**src/rtl/aq_sysio_lpmd_seq.sv**
```systemverilog
// Sequences WFI sleep entry/exit at the system-I/O boundary: blocks and drains the BIU,
// handshakes with the PMU, gates the bus clock enable and enforces a wake-up settle delay.
module aq_sysio_lpmd_seq #(
  parameter int unsigned OSTD_W   = 4,
  parameter int unsigned WAKE_DLY = 8
) (
  input  logic       forever_cpuclk,
  input  logic       cpurst,
  input  logic [1:0] cp0_biu_lpmd_b,
  input  logic       biu_req_issue,
  input  logic       biu_resp_done,
  input  logic       pmu_lpmd_ack,
  output logic       sysio_pmu_lpmd_req,
  output logic [1:0] sysio_pmu_lpmd_b,
  output logic       sysio_biu_block,
  output logic       sysio_clk_en,
  output logic       sysio_ostd_err,
  output logic [2:0] sysio_lpmd_state
);

  typedef enum logic [2:0] {
    StRun   = 3'b000,
    StDrain = 3'b001,
    StReq   = 3'b010,
    StSleep = 3'b011,
    StExit  = 3'b100
  } state_e;

  localparam logic [OSTD_W-1:0] OstdMax  = {OSTD_W{1'b1}};
  localparam logic [7:0]        WakeInit = 8'(WAKE_DLY);

  state_e              r_state, w_state_nxt;
  logic [OSTD_W-1:0]   r_ostd, w_ostd_nxt;
  logic [7:0]          r_wake_cnt, w_wake_nxt;
  logic [1:0]          r_lpmd_b;
  logic                r_ack, r_err, w_err_nxt;
  logic                w_go, w_ovf, w_unf;

  // Only 2'b00 requests sleep; every other code means run.
  assign w_go = (cp0_biu_lpmd_b == 2'b00);

  always_ff @(posedge forever_cpuclk or posedge cpurst) begin
    if (cpurst) begin
      r_state    <= StRun;
      r_ostd     <= '0;
      r_wake_cnt <= '0;
      r_lpmd_b   <= 2'b11;
      r_ack      <= 1'b0;
      r_err      <= 1'b0;
    end else begin
      r_state    <= w_state_nxt;
      r_ostd     <= w_ostd_nxt;
      r_wake_cnt <= w_wake_nxt;
      r_lpmd_b   <= (w_state_nxt == StSleep) ? 2'b00 : 2'b11;
      r_ack      <= pmu_lpmd_ack;
      r_err      <= w_err_nxt;
    end
  end

  always_comb begin
    w_state_nxt = r_state;
    case (r_state)
      StRun:   if (w_go) w_state_nxt = StDrain;
      StDrain: begin
        if (!w_go) begin
          w_state_nxt = StRun;
        end else if ((r_ostd == '0) && !biu_req_issue && !biu_resp_done) begin
          w_state_nxt = StReq;
        end
      end
      StReq: begin
        if (!w_go) begin
          w_state_nxt = StExit;
        end else if (pmu_lpmd_ack) begin
          w_state_nxt = StSleep;
        end
      end
      StSleep: if (!w_go) w_state_nxt = StExit;
      StExit:  if (!pmu_lpmd_ack && (r_wake_cnt <= 8'd1)) w_state_nxt = StRun;
      default: w_state_nxt = StRun;
    endcase
  end

  always_comb begin
    w_wake_nxt = r_wake_cnt;
    if ((w_state_nxt == StExit) && (r_state != StExit)) begin
      w_wake_nxt = WakeInit;
    end else if ((r_state == StExit) && !pmu_lpmd_ack && (r_wake_cnt != 8'd0)) begin
      w_wake_nxt = r_wake_cnt - 8'd1;
    end
  end

  always_comb begin
    w_ostd_nxt = r_ostd;
    w_ovf      = 1'b0;
    w_unf      = 1'b0;
    if (biu_req_issue && !biu_resp_done) begin
      if (r_ostd == OstdMax) w_ovf = 1'b1;
      else                   w_ostd_nxt = r_ostd + 1'b1;
    end else if (biu_resp_done && !biu_req_issue) begin
      if (r_ostd == '0) w_unf = 1'b1;
      else              w_ostd_nxt = r_ostd - 1'b1;
    end
  end

  // Sticky: counter misuse, issue while blocked, or an unsolicited ack rising edge.
  always_comb begin
    w_err_nxt = r_err | w_ovf | w_unf
              | (biu_req_issue & sysio_biu_block)
              | (pmu_lpmd_ack & ~r_ack & ~sysio_pmu_lpmd_req);
  end

  always_comb begin
    sysio_biu_block    = (r_state != StRun);
    sysio_pmu_lpmd_req = (r_state == StReq) || (r_state == StSleep);
    sysio_clk_en       = !((r_state == StSleep) || (r_state == StExit));
  end

  assign sysio_pmu_lpmd_b = r_lpmd_b;
  assign sysio_ostd_err   = r_err;
  assign sysio_lpmd_state = r_state;

endmodule

```
**config.mk**
```make
export PLATFORM = sky130hd
export DESIGN_NAME = aq_sysio_lpmd_seq
export DESIGN_NICKNAME = d
export VERILOG_FILES = /design/src/rtl/aq_sysio_lpmd_seq.sv
export SDC_FILE = /design/constraint.sdc
export NUM_CORES = 1
export LEC_CHECK = 0
export BUFFER_PORTS_ARGS = -buffer_cell sky130_fd_sc_hd__buf_2
export CAP_MARGIN = 25
export CORE_UTILIZATION = 45
export DETAILED_ROUTE_END_ITERATION = 8
export PLACE_DENSITY = 0.66
export SETUP_SLACK_MARGIN = 0.05
export SLEW_MARGIN = 15
export SYNTH_ARGS = -nofsm -noshare
export SYNTH_HDL_FRONTEND = slang
export SYNTH_SLANG_ARGS = --single-unit
```
**constraint.sdc**
```tcl
create_clock -name forever_cpuclk -period 1.8 [get_ports forever_cpuclk]
set_input_delay 0.27 -clock forever_cpuclk [delete_from_list [all_inputs] [get_ports forever_cpuclk]]
set_output_delay 0.27 -clock forever_cpuclk [all_outputs]
set_load 0.1 [all_outputs]
```
==> results of run 1 <==
worst reg2reg max path: stages, from the launching register on:
cell      delay [ns]
dfrtp_4         0.53
buf_6           0.14
or4b_4          0.51
a31oi_4         0.20
nor2_2          0.05
a211oi_2        0.18
per-layer routing:
layer / vias up / part of all wire (%) / global-route usage [%]
met5: - / 0 / 0
met4: 0 / 1.3 / 7.66
met3: 4 / 4.5 / 4.09
met2: 30 / 48 / 39.2
met1: 453 / 46 / 27.4
li1: 442 / - / -
registers in the layout, summed over array words and instances, names as in the netlist:
name	flops
sysio_ostd_err	1
r_wake_cnt	8
r_ostd	4
r_ack	1
sysio_pmu_lpmd_b	1
sysio_lpmd_state	3
report_power, final:
part	leakage [uW]	internal, uW	total, uW	switching [uW]
Combinational	0.000385	265	548	283
Sequential	0.000219	482	590	108
Clock	0.0000150	86.3	214	128
Total	0.000619	834	1350	518
cell usage in the layout, fill, tap and decap left out, types with 2 or more instances in the layout:
| cell type | netlist | layout |
|---|---|---|
| ha_1 | 6 | 5 |
| mux2_2 | 2 | 2 |
| dfrtp_1 | 17 | 14 |
| a21oi_1 | 5 | 3 |
| nor2b_1 | 2 | 2 |
| nand4b_1 | 2 | 2 |
| clkbuf_4 | 0 | 3 |
| nor3_1 | 2 | 2 |
| o211ai_1 | 3 | 3 |
| buf_2 | 0 | 12 |
| nor2_1 | 8 | 7 |
| buf_4 | 1 | 9 |
| xnor2_1 | 2 | 2 |
| o21ai_0 | 3 | 3 |
| and2b_4 | 2 | 2 |
| buf_6 | 0 | 2 |
| nor4_2 | 2 | 2 |
| nand3_1 | 2 | 2 |
| dfrtp_4 | 0 | 3 |
| nand4_1 | 2 | 2 |
| buf_12 | 0 | 3 |
| inv_1 | 7 | 6 |
| xor2_1 | 3 | 3 |
| nand2_1 | 7 | 7 |
stage by stage:
stage,instances,total power [uW],TNS [ns],area [sq um]
2_1_floorplan,103,968,-0.0459,1140
4_1_cts,157,1350,0,1380
3_3_place_gp,151,1090,0,1320
5_1_grt,160,1460,0,1430
6_report,160,1350,0,1430
3_5_place_dp,151,1120,-0.0728,1320
kinds of logic after synthesis:
family          Yosys count
compound gates           23
xor+xnor                  5
fa+ha+maj                 7
buf+inv                   8
flops                    18
mux                       3
simple gates             39
worst max path at each step:
stage,from,end,slack (ns),depth (start not counted)
final,sysio_lpmd_state[0],sysio_clk_en,0.1,4
after floorplan,sysio_lpmd_state[2],sysio_clk_en,-0.05,2
after global routing,r_ostd[1],sysio_lpmd_state[0],0.04,4
after detailed placement,biu_resp_done,r_ostd[3],-0.07,9
after CTS,sysio_lpmd_state[0],r_wake_cnt[1],0.03,5
after global placement,biu_resp_done,r_ostd[3],0.02,9
final cells by class:
class	instances	area [sq um]
inverter	7	26.3
sequential	18	463
timing repair buffer	26	210
fill	194	847
multi-input combinational	77	668
clock buffer	4	26.3
tap	28	35.0
synth_stat cells, types with 2 or more instances:
master	number	share of area [%]
nor2_1	8	2.7
mux2_2	2	2.0
and2b_4	2	1.8
o21ai_0	3	1.4
nand3_1	2	0.90
a21oi_1	5	2.3
nor3_1	2	0.90
ha_1	6	6.8
o211ai_1	3	2.0
inv_1	7	2.4
xor2_1	3	2.4
nand2_1	7	2.4
nor2b_1	2	1.1
xnor2_1	2	1.6
nand4_1	2	1.1
nand4b_1	2	1.6
nor4_2	2	2.3
nor4b_1	2	1.6
dfrtp_1	17	38
repair_timing:
item | in CTS | in global routing
pin swaps | 0 | 2
gates resized for setup | 6 | 5
setup endpoints to repair | 3 | 7
setup buffers | 2 | 4
==> metrics.yaml, run 1 <==
logic_synthesis:
  synthSimpleGateAreaFrac_pct: 23.9
  synth_edf_count: 0
  synthMuxAreaShare_pct: 2.93
  synthAdderAreaFrac_pct: 8.57
  synth_compound_area_share_pct: 16.9
  synth_top_family_by_area: "simple AND/OR/NAND/NOR gates"
  synth_seq_area_share_pct: 40.7
  netlist_area_sq_um: 1110
  syn_nets: 117
  synth_seq_cells: 18
  yosysUniqueCellTypes: 43
  ys_warn_count: 0
  syn_inst: 103
  async_reset_ff_share_pct: 100
  syn_avg_cell_area_sq_um: 10.8
  synth-xor-area-share_pct: 3.95
  ys.flop_type: "dfrtp_1"
sta:
  slew_violations: 0
  rsz0062_at_grt: "yes"
  fin_crit_ns: 1.70
  relSlewSlack_pct: 53.8
  worst_pin_slew_ns: 0.692
  hold_violations: 0
  setup_viol: 0
  hold_slack_ns: 0.0564
  max_freq_mhz: 587
  post-route-period-util_pct: 94.6
  clock_skew_ns: 0.00996
  setup_slack_ns: 0.0971
route:
  drc_errors: 0
  wirelength_microns: 2480
  vias: 929
  first_iter_violations: 16
  drtAntennaViolNets: 0
  vias_per_cell: 5.81
  post_drt_wl_per_cell_microns: 15.5
  first_pass_iters: 4
critical_path:
  critical_path_buf_inv_count: 2
  critPathSlowestCell: "dfrtp_4"
  endpoint_kind: "output port"
  path_class: "reg2out"
  arrival_ns: 1.43
  start_kind: "register"
  critPathMaxFanout: 6
  r2r_cells: 5
  cpPeakStageDelay_ns: 0.53
  critPathTopFamily: "flip-flops"
  reg2reg_slack_ns: 0.12
  path_cells: "buf_6 > nor3b_4 > a21oi_4 > buf_12"
  r2r_start: "sysio_lpmd_state[0]"
  reg2reg_to: "r_wake_cnt[1]"
  crit_required_ns: 1.53
final_layout:
  final_nets: 147
  syn2layout_area_growth_pct: 28.7
  drive_gt1_share_pct: 39.4
  finish.utilization_pct: 62.8
  n_antenna_cell: 0
flow_run:
  max_cap_viol_count: 0
floorplanning:
  start_util_pct: 48.8
  ioPinCount: 16
  dieHeight_microns: 51.7
  rows: 17
  core_sq_um: 2280
  die_area_sq_um: 2670
  die_w_microns: 51.7
clocking:
  cts-root-buf: "clkbuf_4"
  clk_latency_ns: 0.30
  cts_buffer_depth: 2
  path_clk_slew_ns: 0.11
  htree_levels: 1
  clock_sinks: 18
  cts_tree: "yes"
  numCtsBuffers: 3
  cts_hold_buffers: 0
place:
  dp_slack_ns: -0.0728
  hpwl_microns: 1790
  gp_congestion: 0.863
  port_buffers: 15
global_routing:
  antenna_found_initial: 0
  grt_pass1_vias: 993
  grt_start_max_net_pins: 19
  grt_pass1_wl_microns: 4460
  grt_overflow: 0
  grt_usage_pct: 22.4
power_and_ir_drop:
  ir_drop_uv: 587
  leakage_uw: 0.000619
  power_density_nw_per_um2: 946
outcome:
  status: "finished, final reports clean"
hold_path:
  min-delay-path-class: "in2async"
Note: power is estimated with default switching activity, not from simulation.
==> inputs of run 2 (changes only) <==
Settings changed: ABC_CLOCK_PERIOD_IN_PS set to 1800, BUFFER_PORTS_ARGS -buffer_cell sky130_fd_sc_hd__buf_2 to unset, DONT_BUFFER_PORTS set to 1, PLACE_DENSITY 0.66 to 0.61, TNS_END_PERCENT set to 50.
==> run 2 against run 1 <==
  * Maximum frequency down 2.6%
  * Clock-buffer cell count is the same
  * Flip-flop and latch count stayed put
  * First-iteration DRC count increased by 13%
==> metrics.yaml, run 2 (synthesized netlist as in run 1, its figures left out) <==
power_and_ir_drop:
  leakage_uw: 0.000613  # was 0.000619 uW
  ir_drop_uv: 638  # was 587 uV
  power_density_nw_per_um2: 941  # was 946 nW/um^2
flow_run:
  max_cap_viol_count: 0  # unchanged
critical_path:
  crit_required_ns: 2.00  # was 1.53 ns
  arrival_ns: 1.94  # was 1.43 ns
  critPathMaxFanout: 5  # was 6
  endpoint_kind: "register"  # was output port
  path_class: "reg2reg"  # was reg2out
  start_kind: "register"  # unchanged
global_routing:
  grt_pass1_vias: 874  # was 993
  use_met1_pct: 27.9  # was 27.4%
  met3_usage_pct: 3.51  # was 4.09%
  grt_usage_pct: 20.2  # was 22.4%
  grt_use_met2_pct: 31.4  # was 39.2%
  grt_start_max_net_pins: 19  # unchanged
  grt_pass1_wl_microns: 3930  # was 4460 microns
  grt_overflow: 0  # unchanged
  antenna_found_initial: 0  # unchanged
  gr-max-usage-layer: "met2"  # unchanged
sta:
  max_freq_mhz: 572  # was 587 MHz
  rsz0062_at_grt: "yes"  # unchanged
  clock_skew_ns: 0.000887  # was 0.00996 ns
  worst_pin_slew_ns: 0.690  # was 0.692 ns
  setup_viol: 0  # unchanged
  hold_slack_ns: 0.0218  # was 0.0564 ns
  slew_violations: 0  # unchanged
  relSlewSlack_pct: 54.0  # was 53.8%
  fin_crit_ns: 1.75  # was 1.70 ns
  post-route-period-util_pct: 97.1  # was 94.6%
  hold_violations: 0  # unchanged
clocking:
  cts-root-buf: "clkbuf_4"  # unchanged
  cts_tree: "yes"  # unchanged
  numCtsBuffers: 3  # unchanged
  path_clk_slew_ns: 0.11  # about the same
  cts_buffer_depth: 2  # unchanged
  htree_levels: 1  # unchanged
  clock_sinks: 18  # unchanged
  clk_latency_ns: 0.29  # was 0.30 ns
final_layout:
  drive_gt1_share_pct: 33.9  # was 39.4%
  largest_reg_flops: 8  # unchanged
  syn2layout_area_growth_pct: 29.8  # was 28.7%
  layout_commonest_cell: "dfrtp_1"  # unchanged
  layout_common_cells: "dfrtp_1, buf_4, inv_1, nor2_1, nand2_1"  # was dfrtp_1, buf_2, buf_4
  finish.utilization_pct: 63.3  # was 62.8%
  largest-register: "r_wake_cnt"  # unchanged
  n_antenna_cell: 0  # unchanged
  final_nets: 142  # was 147
  fin_cells: 155  # was 160
floorplanning:
  rows: 17  # unchanged
  ioPinCount: 16  # unchanged
  die_area_sq_um: 2670  # unchanged
  die_w_microns: 51.7  # unchanged
  start_util_pct: 48.8  # unchanged
  dieHeight_microns: 51.7  # unchanged
  core_sq_um: 2280  # unchanged
route:
  vias_per_cell: 5.79  # was 5.81
  vias: 898  # was 929
  first_iter_violations: 18  # was 16
  drc_errors: 0  # unchanged
  first_pass_iters: 4  # unchanged
  drtAntennaViolNets: 0  # unchanged
  wirelength_microns: 2370  # was 2480 microns
  post_drt_wl_per_cell_microns: 15.3  # was 15.5 microns
place:
  gp_congestion: 0.794  # was 0.863
  hpwl_microns: 1690  # was 1790 microns
  port_buffers: 0  # was 15
  post-place-cells: 143  # was 151
hold_path:
  min-delay-path-class: "in2reg"  # was in2async
outcome:
  status: "finished, final reports clean"  # unchanged
[run 2: report_power, final]
part	switching, uW	total (uW)	internal [uW]
logic	264	515	251
registers	105	587	482
clock network	130	253	123
[run 2: timing repair]
item | in CTS | in global routing
resized for setup | 1 | 8
pin swaps | 0 | 5
setup buffers | 2 | 4
endpoints found under the setup margin | 2 | 9
endpoints found under the hold margin | 18 | 1
hold buffers | 2 | 1
[run 2: stage by stage]
stage	setup WS (ns)	area [sq um]	setup TNS, ns	power [uW]
2_1_floorplan	-0.0459	1130	-0.0779	954
3_3_place_gp	0.0766	1290	0	1080
3_5_place_dp	-0.0161	1290	-0.0161	1090
4_1_cts	0.00306	1370	0	1350
5_1_grt	0.0123	1440	0	1460
6_report	0.0522	1440	0	1360
[run 2: final cells by class]
class | count | area (sq um)
inverter | 7 | 26.3
multi-input combinational | 77 | 669
sequential | 18 | 463
timing repair buffer | 21 | 210
clock buffer | 4 | 36.3
fill | 180 | 836
tap | 28 | 35.0
[run 2: critical path, cell delays in order, from the launching register on]
cell,delay (ns)
dfrtp_4,0.53
buf_6,0.13
or4b_4,0.56
a31oi_4,0.23
xnor2_1,0.14
nor2_1,0.05
[run 2: final timing paths]
| kind | start | endpoint | slack [ns] | cells after the start |
|---|---|---|---|---|
| max | sysio_lpmd_state[0] | r_wake_cnt[0] | 0.05 | 5 |
| min | cp0_biu_lpmd_b[1] | sysio_lpmd_state[0] | 0.02 | 1 |
| max reg2reg | sysio_lpmd_state[0] | r_wake_cnt[0] | 0.05 | 5 |
| min reg2reg | sysio_ostd_err | sysio_ostd_err | 0.52 | 2 |
| max in group asynchronous | cpurst | sysio_lpmd_state[0] | 0.79 | 2 |
| min in group asynchronous | cpurst | r_wake_cnt[7] | 0.51 | 2 |
[run 2: layer usage]
layer / share of wire (%) / up-vias
met3: 4.3 / 5
li1: - / 430
met5: 0 / -
met4: 1.5 / 0
met2: 47 / 26
met1: 47 / 437
